[config.mk]
export PLATFORM = sky130hd
export DESIGN_NAME = uart_rx
export DESIGN_NICKNAME = d
export VERILOG_FILES = /design/src/rtl/uart_pkg.sv /design/src/rtl/baud_rate_gen.sv /design/src/rtl/uart_rx.sv
export SDC_FILE = /design/constraint.sdc
export NUM_CORES = 1
export LEC_CHECK = 0
export ABC_CLOCK_PERIOD_IN_PS = 2200
export CORE_ASPECT_RATIO = 1.5
export CORE_MARGIN = 2
export CORE_UTILIZATION = 25
export CTS_CLUSTER_DIAMETER = 100
export DETAILED_ROUTE_END_ITERATION = 10
export HOLD_SLACK_MARGIN = 0.03
export PLACE_DENSITY_LB_ADDON = 0.3
export SYNTH_ARGS = -nofsm -noshare
export SYNTH_HDL_FRONTEND = slang
export SYNTH_HIERARCHICAL = 1
export SYNTH_SLANG_ARGS = --single-unit
export TNS_END_PERCENT = 30
[constraint.sdc]
create_clock -name clk -period 2.2 [get_ports clk]
set_input_delay 0.33 -clock clk [delete_from_list [all_inputs] [get_ports clk]]
set_output_delay 0.33 -clock clk [all_outputs]
set_load 0.01 [all_outputs]
[src/rtl/uart_pkg.sv]
// Shared types and helpers for the debug-link UART blocks.
package uart_pkg;

    typedef enum logic [1:0] {
        IDLE,
        START,
        DATA,
        STOP
    } rx_state_t;

    localparam logic LINE_IDLE = 1'b1;

    function automatic int unsigned calc_div(input int unsigned clk_freq,
                                             input int unsigned baud_rate,
                                             input int unsigned oversampling);
        return clk_freq / (baud_rate * oversampling);
    endfunction

endpackage

[src/rtl/baud_rate_gen.sv]
// Free-running divider producing a one-clk tick every DIV cycles.
module baud_rate_gen #(
    parameter int unsigned DIV = 325
) (
    input  logic clk,
    input  logic i_rst_n,
    output logic o_tick
);

    localparam int unsigned CW = (DIV > 1) ? $clog2(DIV) : 1;
    localparam logic [CW-1:0] LAST = CW'(DIV - 1);

    logic [CW-1:0] cnt;

    always_ff @(posedge clk) begin
        if (!i_rst_n) begin
            cnt <= '0;
        end else if (cnt == LAST) begin
            cnt <= '0;
        end else begin
            cnt <= cnt + 1'b1;
        end
    end

    assign o_tick = (cnt == LAST);

endmodule

[src/rtl/uart_rx.sv]
// Oversampling UART receiver: 2-FF synchronizer, mid-bit sampling FSM,
// registered done / framing-error strobes.
module uart_rx
    import uart_pkg::*;
#(
    parameter int unsigned NB_DATA      = 8,
    parameter int unsigned NB_STOP      = 16,
    parameter int unsigned BAUD_RATE    = 19200,
    parameter int unsigned CLK_FREQ     = 100_000_000,
    parameter int unsigned OVERSAMPLING = 16
) (
    input  logic               clk,
    input  logic               i_rst_n,
    input  logic               i_rx,
    output logic [NB_DATA-1:0] o_data,
    output logic               o_rxdone,
    output logic               o_frame_err,
    output logic               o_busy
);

    localparam int unsigned DIV   = calc_div(CLK_FREQ, BAUD_RATE, OVERSAMPLING);
    localparam int unsigned TMAX  = (OVERSAMPLING > NB_STOP) ? OVERSAMPLING : NB_STOP;
    localparam int unsigned TW    = (TMAX > 1) ? $clog2(TMAX) : 1;
    localparam int unsigned BW    = (NB_DATA > 1) ? $clog2(NB_DATA) : 1;
    localparam logic [TW-1:0] HALF_LAST = TW'(OVERSAMPLING / 2 - 1);
    localparam logic [TW-1:0] BIT_LAST  = TW'(OVERSAMPLING - 1);
    localparam logic [TW-1:0] STOP_LAST = TW'(NB_STOP - 1);
    localparam logic [BW-1:0] DATA_LAST = BW'(NB_DATA - 1);

    logic               tick;
    logic               rx_meta, rx_s;
    rx_state_t          state, state_n;
    logic [TW-1:0]      tcnt, tcnt_n;
    logic [BW-1:0]      bitcnt, bitcnt_n;
    logic [NB_DATA-1:0] shift, shift_n;
    logic [NB_DATA-1:0] data_n;
    logic               rxdone_n, ferr_n;

    baud_rate_gen #(.DIV(DIV)) u_baud (
        .clk     (clk),
        .i_rst_n (i_rst_n),
        .o_tick  (tick)
    );

    always_ff @(posedge clk) begin
        if (!i_rst_n) begin
            rx_meta     <= LINE_IDLE;
            rx_s        <= LINE_IDLE;
            state       <= IDLE;
            tcnt        <= '0;
            bitcnt      <= '0;
            shift       <= '0;
            o_data      <= '0;
            o_rxdone    <= 1'b0;
            o_frame_err <= 1'b0;
        end else begin
            rx_meta     <= i_rx;
            rx_s        <= rx_meta;
            state       <= state_n;
            tcnt        <= tcnt_n;
            bitcnt      <= bitcnt_n;
            shift       <= shift_n;
            o_data      <= data_n;
            o_rxdone    <= rxdone_n;
            o_frame_err <= ferr_n;
        end
    end

    always_comb begin
        state_n  = state;
        tcnt_n   = tcnt;
        bitcnt_n = bitcnt;
        shift_n  = shift;
        data_n   = o_data;
        rxdone_n = 1'b0;
        ferr_n   = 1'b0;
        case (state)
            IDLE: begin
                if (rx_s != LINE_IDLE) begin
                    state_n = START;
                    tcnt_n  = '0;
                end
            end
            START: begin
                if (tick) begin
                    if (tcnt == HALF_LAST) begin
                        // A start bit that is no longer low at its midpoint is a glitch.
                        if (rx_s != LINE_IDLE) begin
                            state_n  = DATA;
                            tcnt_n   = '0;
                            bitcnt_n = '0;
                        end else begin
                            state_n = IDLE;
                        end
                    end else begin
                        tcnt_n = tcnt + 1'b1;
                    end
                end
            end
            DATA: begin
                if (tick) begin
                    if (tcnt == BIT_LAST) begin
                        shift_n = {rx_s, shift[NB_DATA-1:1]};
                        tcnt_n  = '0;
                        if (bitcnt == DATA_LAST) begin
                            state_n = STOP;
                        end else begin
                            bitcnt_n = bitcnt + 1'b1;
                        end
                    end else begin
                        tcnt_n = tcnt + 1'b1;
                    end
                end
            end
            STOP: begin
                if (tick) begin
                    if (tcnt == STOP_LAST) begin
                        if (rx_s == LINE_IDLE) begin
                            data_n   = shift;
                            rxdone_n = 1'b1;
                        end else begin
                            ferr_n = 1'b1;
                        end
                        state_n = IDLE;
                    end else begin
                        tcnt_n = tcnt + 1'b1;
                    end
                end
            end
            default: state_n = IDLE;
        endcase
    end

    assign o_busy = (state != IDLE);

endmodule

## Yosys cells after proc, flatten, opt, wreduce, memory -nomap -nowiden

Index checks and enable logic that the tools add are counted.

- $add $sub $neg: 3
- Eq/ne operators: 18
- Mux-type cells: 27
- Bitwise gates (word level): 1
- Reduce and logical (&&, ||, !) cells: 10

Operators with widths:

| cell | number |
|---|---|
| 4-bit 2-to-1 mux | 7 |
| 2-bit inequality test, second input constant | 11 |
| 2-bit 2-to-1 mux | 9 |
| 3-bit 2-to-1 mux | 6 |
| 4-bit one-hot mux with 4 select lines | 1 |
| 4-bit AND reduction | 3 |
| 9-bit by 1-bit adder with 9-bit output, second input constant | 1 |
| 9-bit equality test, second input constant | 1 |
| 2-bit one-hot mux with 4 select lines | 1 |
| 8-bit AND reduction | 1 |
| 7-bit AND reduction | 1 |
| 3-bit one-hot mux with 2 select lines | 1 |
| 4-bit by 1-bit adder with 4-bit output, second input constant | 1 |
| 2-bit equality test, second input constant | 2 |
| 4-bit by 3-bit equality test with 1-bit output, second input constant | 1 |
| 4-bit equality test, second input constant | 1 |
| 2-bit nonzero test | 2 |
| 3-bit by 1-bit adder with 3-bit output, second input constant | 1 |
| 3-bit equality test, second input constant | 1 |
| 3-bit AND reduction | 1 |
| 2-bit by 1-bit equality test with 1-bit output, second input constant | 1 |
| 2-bit zero test | 1 |
| 1-bit 2-to-1 mux | 2 |
| 2-bit OR reduction | 1 |
| 1-bit NOT | 1 |

- Bits in registers: 38
- Output and inout port bits: 11
- Logic and storage cells: 69

## Logic depth before layout (Yosys ltp)

Gate-level depths: netlist of run 1.

- Word-level depth: 5
- Mapped depth: 10

## Cells and area by module

The synthesis of run 1 kept the hierarchy.

Modules (own cells, without submodules):

| module | times used | cells an instance | area each (um^2) |
|---|---|---|---|
| uart_rx | 1 | 146 | 1321.3 |
| baud_rate_gen | 1 | 45 | 412.9 |

## Worst setup path after synthesis of run 1

No wires, ideal clock.

- Kind: register -> register
- Start: reg u_baud.cnt[0]
- End: reg o_data[3]
- Setup time: 74 ps
- Arrival: 1770 ps
- Required time: 2126 ps
- Slack: 355 ps
- Cell stages (with the launch flop): 11
- Period minus slack after synthesis: 1845 ps
- Cell sequence: dfxtp_1 -> inv_1 -> ha_1 -> nand2_1 -> nor4_1 -> buf_4 -> nand4_2 -> nor3_4 -> buf_2 -> nand3_1 -> o21ai_0

- Longest elaborated chain between the ends: 2

Ends and longest elaborated chain:

| what | RTL line | source |
|---|---|---|
| start, declared | baud_rate_gen.sv:13 | `logic [CW-1:0] cnt;` |
| start signal, assigned | baud_rate_gen.sv:21 | `cnt <= cnt + 1'b1;` |
| 9-bit equality test | baud_rate_gen.sv:25 | `assign o_tick = (cnt == LAST);` |
| net tick | uart_rx.sv:30 | `logic tick;` |
| 4-bit AND reduction (no line) | - |  |
| end signal, assigned | uart_rx.sv:63 | `o_data <= data_n;` |
| end, declared | uart_rx.sv:15 | `output logic [NB_DATA-1:0] o_data,` |

The timed path passes the listed nets, and every way through them passes these cells.
A chain may end at the register's enable or synchronous reset.

==> metrics, run 1 <==
Max Root-Sink Buffers 2; starting density of the core between 20% and 30%; synth cell count leaders dfxtp_1, nand2_1, nand3_1, o21ai_0, mux2i_1; post-synth top area share between 40% and 50%; Worst path max stage delay 0.55 ns; Clock Sinks 38; Die Y 106 µm; GRT Overall Usage under 10%; Yosys warning total 6; Util after Layout 30.6%; # nets final ~210; Max Transition Viols Final 0; synth unique cells 39; asr flop ratio synth 0%; CTS resizes 0; Fill cells just over 700; top cells by area, synth dfxtp_1, mux2i_1, nand2_1; Crit Path Class register to output pin; number of synthesized flops with an enable pin 0; Final setup viols 0; iteration count of the initial detailed-routing pass 4; Synth Net Count just under 200; main flop type after synthesis dfxtp_1; Area Growth Syn to Fin 20.2%; clk slew on worst S/H paths ~0.09 ns; boundary pin count 14; gpl congestion 0.802; Die ar. about 7600 µm²; synthesized instance count ~190; cell taking the most area after synthesis dfxtp_1; hold crit path type register to register; # rows 37; n_diodes 0; Tmin final 1.98 ns; Worst-Margin Slew around 0.5 ns; hold buffers post-CTS 0; Overflow after GRT 0; Hold Violations, Final 0; Die Wd ~72 µm; Num CTS Buffers 5; RSZ-0062 raised after global routing false; Lkg Pwr between 0.0007 and 0.0008 µW; critical path capture point type output pin; DRT Wirelength around 3300 µm; CP Cell Sequence nor2_1 > inv_2 > clkdlybuf4s50_1; most common cell in the synthesized netlist dfxtp_1; vias 1334; DRC violations left 0; Max Cap Viol 0; routed len/inst about 11 µm; mapped cell area 1730 µm²; CP Max Fanout 8; number of DRC markers in iteration 0 22; Seq/Total Area, Yosys around 44%; final period utilization ~90%; core area roughly 6800 µm²; H-tree levels 2; antenna violations before repair 0; PD cells ~700 nW/µm²; VDD IR max around 0.50 mV; Clock Tree Root clkbuf_8; Vias/cell roughly 4.7; Slew headroom ~67%; Crit-path slowest cell dfxtp_1; CTS tree built; Worst Path Required between 1.5 and 2 ns; ANT nets after route 0; Final WS setup approximately 0.22 ns; CP Launch Type register; status finished clean; vias in the first global route 1293; Setup TNS Final 0 ns; Avg Synthesized Cell Area approximately 9.1 µm²; fraction of layout cells with a size suffix above 1 around 12%; largest net degree at the start of global routing 20; Fmax just over 0.5 GHz; Setup Buffers After CTS 0; I/O Buffers 13; CP arrival between 1.5 and 2 ns; Clock Skew approximately 0.0093 ns; first-pass GRT wire length roughly 5800 µm; Setup WS pre-CTS approximately 0.17 ns; DP HPWL roughly 2300 µm; worst skew pair latency between 0.2 and 0.3 ns; flops & latches, synth 38
==> per-stage QoR <==
stage	std cells	area [µm²]	hold WS [ns]	power, µW
floorplan	191	1730	0.386	754
global placement	277	1940	0.397	770
detailed placement	277	1940	0.407	770
CTS	285	2080	0.430	1500
global route	285	2080	0.440	1530
finish	285	2080	0.424	1470
==> sequential cells by signal, indices dropped and copies added (netlist names), named ones only <==
signal,flops
rx_meta,1
o_rxdone,1
state,1
rx_s,1
o_frame_err,1
u_baud/cnt,9
o_data,8
bitcnt,3
tcnt,4
shift,8
==> metal layers <==
layer  GRT usage [%]  vias to the layer above  share of wire (%)
met5               0                        -                  0
met4            5.26                        0                2.5
met3            1.99                        6                2.3
met2            16.1                       18                 50
met1            11.3                      614                 46
li1                -                      696                  -
==> worst max-delay path: cells and delay by family, from the launching register on <==
kind	cells	cell delay, ns
DFF	1	0.55
and+or+nand+nor	1	0.13
buffers and inverters	2	0.68
==> path summary, 6_finish.rpt <==
check | from | end | slack [ns] | cells after the start
min reg2reg | rx_meta$_SDFF_PN1_ | rx_s$_SDFF_PN1_ | 0.42 | 1
max reg2reg | u_baud/cnt[0]$_SDFF_PP0_ | shift[0]$_SDFFE_PN0P_ | 0.23 | 10
min | rx_meta$_SDFF_PN1_ | rx_s$_SDFF_PN1_ | 0.42 | 1
max | register | o_busy | 0.22 | 3
==> cell usage in the layout, fill, tap and decap left out, types with 2 or more instances in the layout <==
master / n
a211oi_1: 2
a21oi_1: 5
buf_4: 6
bufinv_16: 2
clkbuf_8: 5
clkdlybuf4s50_1: 13
dfxtp_1: 38
ha_1: 5
inv_1: 10
mux2i_1: 11
nand2_1: 24
nand2b_1: 4
nand3_1: 15
nand4_1: 4
nor2_1: 10
nor2b_1: 6
nor3_1: 2
nor4_1: 4
o21ai_0: 13
o22ai_1: 2
or3_1: 4
xnor2_1: 2
==> cell families (layout without fill, tap and decap cells) <==
family | after synthesis | after routing | synth area share [%]
AND/OR/NAND/NOR | 81 | 81 | 25.2
flip-flops | 38 | 38 | 43.9
AO/OA/AOI/OAI | 31 | 31 | 13.3
buffers and inverters | 22 | 38 | 6.13
multiplexers | 11 | 11 | 6.35
adder cells (fa/ha/maj) | 5 | 5 | 3.61
XOR/XNOR | 3 | 3 | 1.52
==> report_power, final <==
| part | switching [µW] | total (µW) | internal (µW) | leakage [µW] |
|---|---|---|---|---|
| Clock | 261 | 715 | 454 | 0.0000683 |
| Sequential | 9.67 | 704 | 695 | 0.000307 |
| Combinational | 27.9 | 49.1 | 21.2 | 0.000356 |
| Total | 298 | 1470 | 1170 | 0.000732 |
==> cell type report <==
class                      count  area (µm²)  area share [%]
tap                           78        97.6            4.68
multi-input combinational    131         872            41.8
clock inverter                 3        68.8            3.30
sequential                    38         761            36.5
timing repair buffer          19         175            8.40
clock buffer                   5        68.8            3.30
inverter                      11        41.3            1.98
No activity file was read; power rests on OpenSTA's default activity.
==> inputs of run 2 (changes only) <==
--- a/config.mk
+++ b/config.mk
@@ -6,6 +6,8 @@
 export NUM_CORES = 1
 export LEC_CHECK = 0
 export ABC_CLOCK_PERIOD_IN_PS = 2200
+export CELL_PAD_IN_SITES_DETAIL_PLACEMENT = 1
+export CELL_PAD_IN_SITES_GLOBAL_PLACEMENT = 1
 export CORE_ASPECT_RATIO = 1.5
 export CORE_MARGIN = 2
 export CORE_UTILIZATION = 25
==> run 2 against run 1 <==
Compared with the run above:
- clock skew is 0.0013 ns lower
- sequential power hardly changed
- wire length is 14% higher
- clock-buffer cell count stayed put
- register-to-register slack hardly changed
- sequential share of layout area hardly changed
==> metrics, run 2 (synthesis results as in run 1) <==
status finished clean; Area Growth Syn to Fin 20.1%; Hold Violations, Final 0; GRT Overall Usage between 10% and 20%; Reg2Reg Setup Slack about 0.24 ns; Crit Path Class register to output pin; routed len/inst approximately 13 µm; gpl congestion around 0.79; CP arrival between 1.5 and 2 ns; Worst Path Required between 1.5 and 2 ns; VDD IR max about 0.35 mV; Die Y about 110 µm; Lkg Pwr approximately 0.00074 µW; Reg2Reg Depth 9; largest net degree at the start of global routing 19; core area about 6800 µm²; first-pass GRT wire length 6500 µm; Tmin final 1.97 ns; final period utilization about nine tenths; r2r endpoint tcnt[3]$_SDFFE_PN0P_; commonest cells after routing, fill and taps aside dfxtp_1, nand2_1, nand3_1, o21ai_0, clkdlybuf4s50_1; boundary pin count 14; H-tree levels 2; PD cells about 600 nW/µm²; # nets final 220; commonest non-fill, non-tap cell in the layout dfxtp_1; Num CTS Buffers 5; fin cells 291; number of flip-flops in the largest register 9; # rows 37; top flop regs u_baud/cnt (9), o_data (8), shift (8); DRC violations left 0; iteration count of the initial detailed-routing pass 4; clk slew on worst S/H paths approximately 0.08 ns; Fmax just over 0.5 GHz; vias in the first global route 1368; Max Root-Sink Buffers 2; Die ar. ~7600 µm²; Util after Layout around 31%; Crit-path slowest cell clkdlybuf4s50_1; fraction of layout cells with a size suffix above 1 between 10 and 15%; CP Launch Type register; n_diodes 0; I/O Buffers 13; DRT Wirelength 3730 µm; CP Cell Sequence nor2_1 > inv_2 > clkdlybuf4s50_1; critical path capture point type output pin; end of the critical path o_busy; Overflow after GRT 0; Final setup viols 0; Slew headroom roughly 65%; worst flop-to-flop path startpoint u_baud/cnt[1]$_SDFF_PP0_; antenna violations before repair 0; hold crit path type register to register; starting density of the core 25.5%; Vias/cell between 4 and 5; Clock Skew ~0.008 ns; ANT nets after route 0; worst skew pair latency around 0.29 ns; placed insts about 280; Worst-Margin Slew 0.529 ns; Max Transition Viols Final 0; Clock Tree Root clkbuf_8; Worst path max stage delay about 0.55 ns; CTS tree built; Die Wd around 72 µm; CP Max Fanout 8; Reg with most FFs u_baud/cnt; vias between 1000 and 1500; number of DRC markers in iteration 0 31; Max Cap Viol 0; Clock Sinks 38; total power 1240 µW; DP HPWL 2710 µm
==> run 2: changes by cell type in the layout (fill, tap and decap cells not counted) <==
cell	before	now
clkinv_2	0	1
bufinv_16	2	0
buf_4	6	12
clkinvlp_4	0	1
==> run 2: where the power goes <==
part	internal [µW]	switching [µW]	leakage, µW
Clock	223	262	0.0000441
Combinational	24.4	30.1	0.000388
Sequential	694	9.05	0.000307
Total	942	301	0.000740
==> run 2: routing by layer <==
layer / share of wire (%) / routed length, µm / track usage [%]
met2: 53 / 1960 / 18.3
met5: 0 / 0 / 0
met1: 43 / 1620 / 12.6
met3: 2.1 / 80 / 2.18
met4: 1.8 / 66 / 4.45
==> run 2: what timing repair did <==
item                                    CTS  global route
gates resized for setup                   0             1
buffers inserted                          0             4
hold buffers                              0             0
endpoints found under the setup margin    0             9
==> run 2: layout make-up <==
class | instances | area [µm²]
inverters | 11 | 41.3
clock buffers | 5 | 68.8
multi-input cells | 131 | 872
flip-flops and latches | 38 | 761
fillers | 797 | 4720
well taps | 78 | 97.6
clock inverters | 3 | 21.3
repair buffers | 25 | 220
==> run 2: worst min path at each step <==
stage,start,end,slack (ns),cells past startpoint
floorplan,rx_meta$_SDFF_PN1_,rx_s$_SDFF_PN1_,0.39,1
finish,rx_meta$_SDFF_PN1_,rx_s$_SDFF_PN1_,0.41,1
global placement,rx_meta$_SDFF_PN1_,rx_s$_SDFF_PN1_,0.40,1
detailed placement,rx_meta$_SDFF_PN1_,rx_s$_SDFF_PN1_,0.40,1
global route,rx_meta$_SDFF_PN1_,rx_s$_SDFF_PN1_,0.44,1
CTS,rx_meta$_SDFF_PN1_,rx_s$_SDFF_PN1_,0.42,1
==> run 2: through the flow <==
stage / worst slack (ns) / hold WS (ns) / setup TNS [ns] / cell area [µm²]
after floorplan: 0.355 / 0.386 / 0 / 1730
after global placement: 0.210 / 0.398 / 0 / 1960
after detailed placement: 0.146 / 0.396 / 0 / 1960
after CTS: 0.124 / 0.417 / 0 / 2050
after global routing: -0.00708 / 0.444 / -0.00708 / 2080
final: 0.233 / 0.412 / 0 / 2080
==> run 2: critical path, delay by kind of cell, from the launching register on <==
family | cells | cell delay (ns)
buf+inv | 2 | 0.68
simple gates | 1 | 0.13
flops | 1 | 0.54
==> inputs of run 3 (changes only) <==
--- a/config.mk
+++ b/config.mk
@@ -15,6 +15,7 @@
 export DETAILED_ROUTE_END_ITERATION = 10
 export HOLD_SLACK_MARGIN = 0.03
 export PLACE_DENSITY_LB_ADDON = 0.3
+export RECOVER_POWER = 100
 export SYNTH_ARGS = -nofsm -noshare
 export SYNTH_HDL_FRONTEND = slang
 export SYNTH_HIERARCHICAL = 1
==> run 3 against run 2 <==
Compared with the run above:
- sequential share of layout area rose by 0.33 points
- cell count stayed put
- largest power group unchanged
- largest cell class unchanged
- sequential cell count unchanged
- non-clock buffer count is the same
- critical path depth did not move
- utilization is 0.28 points lower
- global-route usage stayed put
- fmax down 3.3%
- critical path type unchanged
- power down 0.21%
==> metrics, run 3 (synthesis results as in run 1) <==
hold crit path type register to register; Clock Skew 0.00758 ns; Worst Path Required 1.87 ns; Reg with most FFs u_baud/cnt; Reg2Reg Depth 10; commonest cells after routing, fill and taps aside dfxtp_1, nand2_1, nand3_1, o21ai_0; Lkg Pwr around 0.00077 µW; Max Root-Sink Buffers 2; Worst path max stage delay around 0.57 ns; GRT Overall Usage between 10% and 20%; DP HPWL 2710 µm; Crit-path slowest cell clkdlybuf4s50_1; commonest non-fill, non-tap cell in the layout dfxtp_1; Area Growth Syn to Fin 19.0%; Final setup viols 0; critical path capture point type output pin; r2r endpoint o_data[1]$_SDFFE_PN0P_; Num CTS Buffers 5; n_diodes 0; DRT Wirelength between 3000 and 4000 µm; iteration count of the initial detailed-routing pass 4; Tmin final 2.03 ns; Max Cap Viol 0; Hold Violations, Final 0; Clock Tree Root clkbuf_8; top flop regs u_baud/cnt (9), o_data (8), shift (8); PD cells approximately 600 nW/µm²; vias ~1400; CP arrival between 1.5 and 2 ns; fin cells between 200 and 300; worst skew pair latency just under 0.3 ns; CP Cell Sequence nor2_1 > inv_1 > clkdlybuf4s50_1; clk slew on worst S/H paths 0.08 ns; number of flip-flops in the largest register 9; CP Max Fanout 8; hold-critical path endpoint rx_s$_SDFF_PN1_; hold depth 1; Reg2Reg Setup Slack 0.26 ns; Worst-Margin Slew just under 0.8 ns; Die ar. ~7600 µm²; status finished clean; Clock Sinks 38; I/O Buffers 13; routed len/inst around 13 µm; H-tree levels 2; Setup TNS Final 0 ns; largest net degree at the start of global routing 19; hold buffers post-CTS 0; gpl congestion ~0.79; CP top delay family buffers and inverters; total power between 1000 and 1500 µW; # nets final between 200 and 250; hold_ws 0.412 ns; # rows 37; buffers and inverters on the worst path 2; Fmax around 0.5 GHz; boundary pin count 14; CP Launch Type register; final period utilization between 90% and 100%; worst flop-to-flop path startpoint u_baud/cnt[1]$_SDFF_PP0_; core area ~6800 µm²; vias in the first global route roughly 1400; fraction of layout cells with a size suffix above 1 about an eighth; antenna violations before repair 0; number of DRC markers in iteration 0 33; CTS tree built; VDD IR max roughly 0.35 mV; first-pass GRT wire length between 6000 and 7000 µm; starting density of the core 25.5%; DRC violations left 0; Max Transition Viols Final 0; Hold Crit Start rx_meta$_SDFF_PN1_; Crit Path Class register to output pin; placed insts 279; Vias/cell between 4 and 5; Die Wd a little over 70 µm; Slew headroom 47.4%; Die Y 106 µm; Overflow after GRT 0; ANT nets after route 0; RSZ-0062 raised after global routing false
-- run 3: how the worst max path moves through the flow --
stage                                   from                endpoint  slack (ns)  cells past startpoint
floorplan           u_baud/cnt[0]$_SDFF_PP0_  o_data[3]$_SDFFE_PN0P_        0.36                     10
global placement    u_baud/cnt[1]$_SDFF_PP0_   shift[1]$_SDFFE_PN0P_        0.21                     10
detailed placement  u_baud/cnt[1]$_SDFF_PP0_   shift[7]$_SDFFE_PN0P_        0.15                     10
CTS                 u_baud/cnt[1]$_SDFF_PP0_   shift[7]$_SDFFE_PN0P_        0.12                     10
global route        u_baud/cnt[1]$_SDFF_PP0_  o_data[6]$_SDFFE_PN0P_        0.02                     10
finish                              register                  o_busy        0.17                      3
-- run 3: final cells by class --
cell class              instances  area, µm²
multi-input cells             131        861
repair buffers                 25        213
inverters                      11       41.3
well taps                      78       97.6
clock inverters                 3       21.3
flip-flops and latches         38        761
clock buffers                   5       68.8
fillers                       801       4740
-- run 3: per-layer routing --
| metal | wire length (µm) | GRT usage, % |
|---|---|---|
| met5 | 0 | 0 |
| met4 | 66 | 4.45 |
| met3 | 84 | 2.18 |
| met2 | 1950 | 18.3 |
| met1 | 1620 | 12.6 |
-- run 3: repair_timing --
action	4_1_cts	5_1_grt
endpoints found under the setup margin	0	9
resized for setup	0	1
buffers inserted	0	4
-- run 3: report_power, final --
group / internal (µW) / total (µW) / switching [µW]
clock network: 223 / 486 / 263
logic: 21.0 / 50.5 / 29.5
registers: 694 / 703 / 9.02
total: 938 / 1240 / 302
-- run 3: worst register-to-register path, stage by stage (launching register included) --
cell	delay, ns
dfxtp_1	0.34
inv_1	0.06
ha_1	0.13
nand2_1	0.07
nor4_1	0.23
buf_4	0.20
nand4_2	0.24
nor3_4	0.18
clkbuf_4	0.25
nand3_1	0.09
o21ai_0	0.08
-- run 3: metrics by stage --
stage | util, % | setup WS, ns | instance area (µm²)
2_1_floorplan | - | 0.355 | 1730
3_3_place_gp | 28.8 | 0.210 | 1960
3_5_place_dp | 28.8 | 0.146 | 1960
4_1_cts | 30.1 | 0.124 | 2050
5_1_grt | 30.3 | 0.0172 | 2060
6_report | 30.3 | 0.166 | 2060
==> edit 1, RTL diff (settings of run 1) <==
Add an input register stage for `i_rx`, with the module's reset; this delays it by one clock.
--- a/src/rtl/uart_rx.sv
+++ b/src/rtl/uart_rx.sv
@@ -28,4 +28,14 @@
     localparam logic [BW-1:0] DATA_LAST = BW'(NB_DATA - 1);
 
+    logic i_rx_q;
+
+    always_ff @(posedge clk) begin
+        if (!i_rst_n) begin
+            i_rx_q <= '0;
+        end else begin
+            i_rx_q <= i_rx;
+        end
+    end
+
     logic               tick;
     logic               rx_meta, rx_s;
@@ -55,5 +65,5 @@
             o_frame_err <= 1'b0;
         end else begin
-            rx_meta     <= i_rx;
+            rx_meta     <= i_rx_q;
             rx_s        <= rx_meta;
             state       <= state_n;
Behaviour: not the same (Yosys sat finds a counterexample within 4 cycles, from zero or initial values and one cycle with i_rst_n low).
==> edit 1 against run 1 <==
  * Cell count decreased by 0.35%
  * Register-to-register slack improved by 0.05 ns
  * Setup slack got worse by 0.023 ns
  * Die area increased by 0.34%
  * Critical path depth unchanged
  * Clock power decreased by 13%
  * Synthesized area increased by 0.36%
  * Routed wire length decreased by 3.7%
  * Count of clock-buffer cells in the layout increased by 1
  * Total power decreased by 4.0%
  * Fmax decreased by 1.1%
  * Design area decreased by 0.60%
  * Sequential cell count increased by 1
  * Critical path type unchanged
  * Largest power group is now sequential cells
==> edit 1: results (changes against run 1) <==
| Metric | Value |
|---|---|
| Outcome | finished, final reports clean |
| Slack of the critical path | 0.1957 ns (-0.02271 ns) |
| Post-Place Worst Slack | 0.2356 ns (+0.06318 ns) |
| Synth area leaders | dfxtp_1 45%, mux2i_1 5.8%, nand3_1 4.9% |
| NumNets Final | 213 (-0.47%) |
| M1 GR Usage | 0.1004 (-0.01213) |
| Hold Path End | rx_meta |
| Multi-input gate area | 884.6 sq um (+1.4%) |
| Leak pwr | 0.6987 nW (-4.5%) |
| Mux share of post-synthesis cell area | 0.05751 (-0.005979) |
| M2 GR Usage | 0.1606 (-0.0008252) |
| Placed cells | 276 (-0.36%) |
| DP Wirelength | 2.212 mm (-5.3%) |
| CP Max Fanout | 12 (+4) |
| Netlist cell types | 36 (-7.7%) |
| Sequential area share after synthesis | 0.4486 (+0.009926) |
| Reg2Reg Setup Slack | 0.28 ns (+0.05 ns) |
| Synth Area in Compound Gates | 0.1574 (+0.02396) |
| Wire length on met1 | 1.384 mm (-6.7%) |
| WL met3 | 85 um (+15%) |
| HP Start | i_rx_q |
| First-pass GRT wire length | 5.595 mm (-4.1%) |
| Share of post-route cells with drive strength above 1 | 0.08738 (-0.02856) |
| Global-route usage over all layers | 0.09397 (-0.002337) |
| Fraction of the mapped netlist area in adder cells | 0.03595 (-0.0001297) |
| Setup Skew | 0.007251 ns (-0.002088 ns) |
| Tightest Pin Transition | 0.5525 ns (+0.05444 ns) |
| Filler cell count in the final layout | 715 (-0.97%) |
| DR WL/cell | 11.05 um (-3.3%) |
| Cell Count, Final, Fillers Out | 284 (-0.35%) |
| Worst hold slack | 0.4032 ns (-0.02103 ns) |
| Mapped Cells | 190 (-0.52%) |
| Worst Path Arrival | 1.67 ns (+0.02 ns) |
| Comb pwr share | 0.042 (+0.009) |
| Initial drt markers | 98 (+350%) |
| Largest net degree at the start of global routing | 37 (+85%) |
==> edit 1: changes by cell type in the layout (fill, tap and decap cells not counted), sizes merged, moves of 3 or more <==
cell / run 1 / this run
nor2b: 6 / 9
and2: 0 / 3
inv: 11 / 7
nor2: 10 / 14
a21boi: 1 / 11
nand2: 25 / 18
nor3: 4 / 0
buf: 6 / 3
nor4: 4 / 1
==> edit 1: repair_timing <==
item | CTS | global route
setup endpoints to repair | 0 | 1
buffers inserted | 0 | 0
hold endpoints to repair | 0 | 0
resized for setup | 0 | 1
==> edit 1: cell type report <==
class,instances,share of cell area
multi-input combinational,136,0.4269
sequential,39,0.3768
timing repair buffer,16,0.07971
tap,78,0.04710
clock buffer,6,0.03986
clock inverter,2,0.01691
inverter,7,0.01268
==> edit 1: critical path: stages, from the launching register on <==
cell             delay (ns)
dfxtp_1                0.58
nor2_2                 0.15
inv_1                  0.12
clkdlybuf4s50_1        0.54
==> edit 2, RTL diff (settings of run 1) <==
Without the edit above. `BAUD_RATE`: 19200 -> 76800.
--- a/src/rtl/uart_rx.sv
+++ b/src/rtl/uart_rx.sv
@@ -6,5 +6,5 @@
     parameter int unsigned NB_DATA      = 8,
     parameter int unsigned NB_STOP      = 16,
-    parameter int unsigned BAUD_RATE    = 19200,
+    parameter int unsigned BAUD_RATE    = 76800,
     parameter int unsigned CLK_FREQ     = 100_000_000,
     parameter int unsigned OVERSAMPLING = 16
Check against the original RTL: no difference found for any inputs over 10 cycles, from zero or initial values and one cycle with i_rst_n low; that may be too few to reach the edited logic, so the function may still have changed.
==> edit 2 against run 1 <==
  * Largest power group is now sequential cells
  * Sequential power shrank 5.1%
  * Total power is 20% lower
  * Clock power is 35% lower
  * Synthesized area is 5.6% lower
  * Design area fell by 6.4%
  * Highest routed layer unchanged
  * Via count is 5.7% lower
  * Hold slack worse by 0.015 ns
  * Die area shrank 5.3%
  * Routed wire length is 6.3% lower
  * Count of clock-buffer cells in the layout rose by 2
  * Global-route usage decreased by 0.21 points
  * Setup slack got worse by 0.0060 ns
  * Sequential cell count down 2
==> edit 2: results (changes against run 1) <==
| Metric | Value |
|---|---|
| Outcome | finished, final reports clean |
| Max Fclk | 0.5031 GHz (-0.30%) |
| Filler cell count in the final layout | 699 (-3.2%) |
| Via count | 1258 (-5.7%) |
| Most instantiated cells after synthesis | 36 x dfxtp_1, 25 x nand2_1, 15 x nand3_1 |
| Final non-clock buffer share | 0.09750 (+0.01346) |
| Reg2Reg Setup Slack | 0.21 ns (-0.02 ns) |
| RR Startpoint | u_baud/cnt[4] |
| Die ar. | 7228 sq um (-5.3%) |
| FF-to-FF path depth | 6 (-4) |
| Cell Count, Final, Fillers Out | 275 (-3.5%) |
| Non-clk invs | 10 (-1) |
| Placed Area | 1858 sq um (-4.3%) |
| Regs by FF count | o_data (8), shift (8), u_baud/cnt (7) |
| Synth Area per Inst | 9.049 sq um (-0.34%) |
| Synth Net Count | 189 (-5.0%) |
| Routed WL | 3.053 mm (-6.3%) |
| Placed cells | 267 (-3.6%) |
| Clk buf depth | 2 (unchanged) |
| CP Max Fanout | 5 (-3) |
| Global-route usage over all layers | 0.09417 (-0.002145) |
| Crit Path Class | flip-flop to flip-flop |
| Setup Skew | 0.007588 ns (-0.001751 ns) |
| P&R area growth vs syn | 19.10% |
| Clkbuf count | 7 (+2) |
| Multi-input gates | 124 (-5.3%) |
| Share of post-route cells with drive strength above 1 | 0.1307 (+0.01471) |
| Ys async rst share | 0 (unchanged) |
| First-pass GRT wire length | 5.388 mm (-7.7%) |
| Non-CTS buffers | 21 (+2) |
| Top_reg_cell synth | dfxtp_1 |
| Vias in the first global route | 1207 (-6.7%) |
| DR pass1 iterations | 4 (unchanged) |
| Netlist cell types | 39 (unchanged) |
| Leak pwr | 0.6973 nW (-4.7%) |
| Register Area | 720.7 sq um (-5.3%) |
| HP Start | rx_meta |
| Synth area leaders | dfxtp_1 44%, mux2i_1 6.7%, nand2_1 5.7% |
| VDD IR max | 0.1737 mV (-66%) |
| Multi-input gate area | 822.0 sq um (-5.7%) |
| Seq Cell Count | 36 (-5.3%) |
| NumNets Final | 206 (-3.7%) |
| Clock-cell share of area | 0.04362 (-0.02241) |
| Initial drt markers | 42 (+91%) |
| DP Wirelength | 2.178 mm (-6.7%) |
| Rel. slew slack | 0.6689 (+0.002128) |
| Worst Path Arrival | 2.13 ns (+0.48 ns) |
| Reg2reg end | tcnt[2] |
| Largest net degree at the start of global routing | 30 (+50%) |
| Sequential area share after synthesis | 0.4400 (+0.001358) |
| Post-Place Worst Slack | 0.1411 ns (-0.03132 ns) |
| H-tree depth | 2 (unchanged) |
| Placer Congestion | 0.7542 (-6.0%) |
edit 2: cell count changes in the layout (fill, tap and decap cells not counted), moves of 2 or more:
cell and change:
clkbuf_1 +2, o21ai_0 -2, nand4_1 -2, or3_1 -2, dfxtp_1 -2, a21oi_1 -2, bufinv_16 -2, buf_4 +2
edit 2: timing repair:
| action | 4_1_cts | 5_1_grt |
|---|---|---|
| hold buffers | 0 | 0 |
| setup buffers | 0 | 0 |
| resized for setup | 0 | 2 |
| endpoints found under the setup margin | 0 | 8 |
edit 2: where the power goes:
group / internal (mW) / switching (mW)
Sequential: 0.659 / 0.00904
Clock: 0.226 / 0.237
Combinational: 0.0206 / 0.0284
edit 2: cell families (layout without fill, tap and decap cells):
group                      count (synthesis)  after routing  share of synthesized area
and+or+nand+nor                           78             78                     0.2536
DFF                                       36             36                     0.4400
AOI/OAI and AO/OA                         27             27                     0.1222
buffers and inverters                     21             39                    0.06263
muxes                                     11             11                    0.06723
adders and majority gates                  5              5                    0.03820
xor gates and xnor gates                   3              3                    0.01605
edit 2: layer usage:
metal / GRT usage / up-vias / part of all wire
met5: 0 / - / 0
met4: 0.07101 / 0 / 0.045
met3: 0.02053 / 10 / 0.021
met2: 0.1626 / 16 / 0.52
met1: 0.1008 / 572 / 0.42
li1: - / 660 / -
edit 2: per-stage QoR:
step	power [mW]	hold WS, ns
6_report	1.180	0.4087
5_1_grt	1.231	0.4308
4_1_cts	1.200	0.4114
3_5_place_dp	0.7323	0.3940
3_3_place_gp	0.7323	0.4061
2_1_floorplan	0.7152	0.3863
edit 2: worst max-delay path, cell delays in order (launching register included):
cell	delay (ns)
dfxtp_1	0.39
or4b_4	0.51
nor2_2	0.13
buf_4	0.15
a21oi_1	0.07
a311oi_1	0.46
a211oi_1	0.14
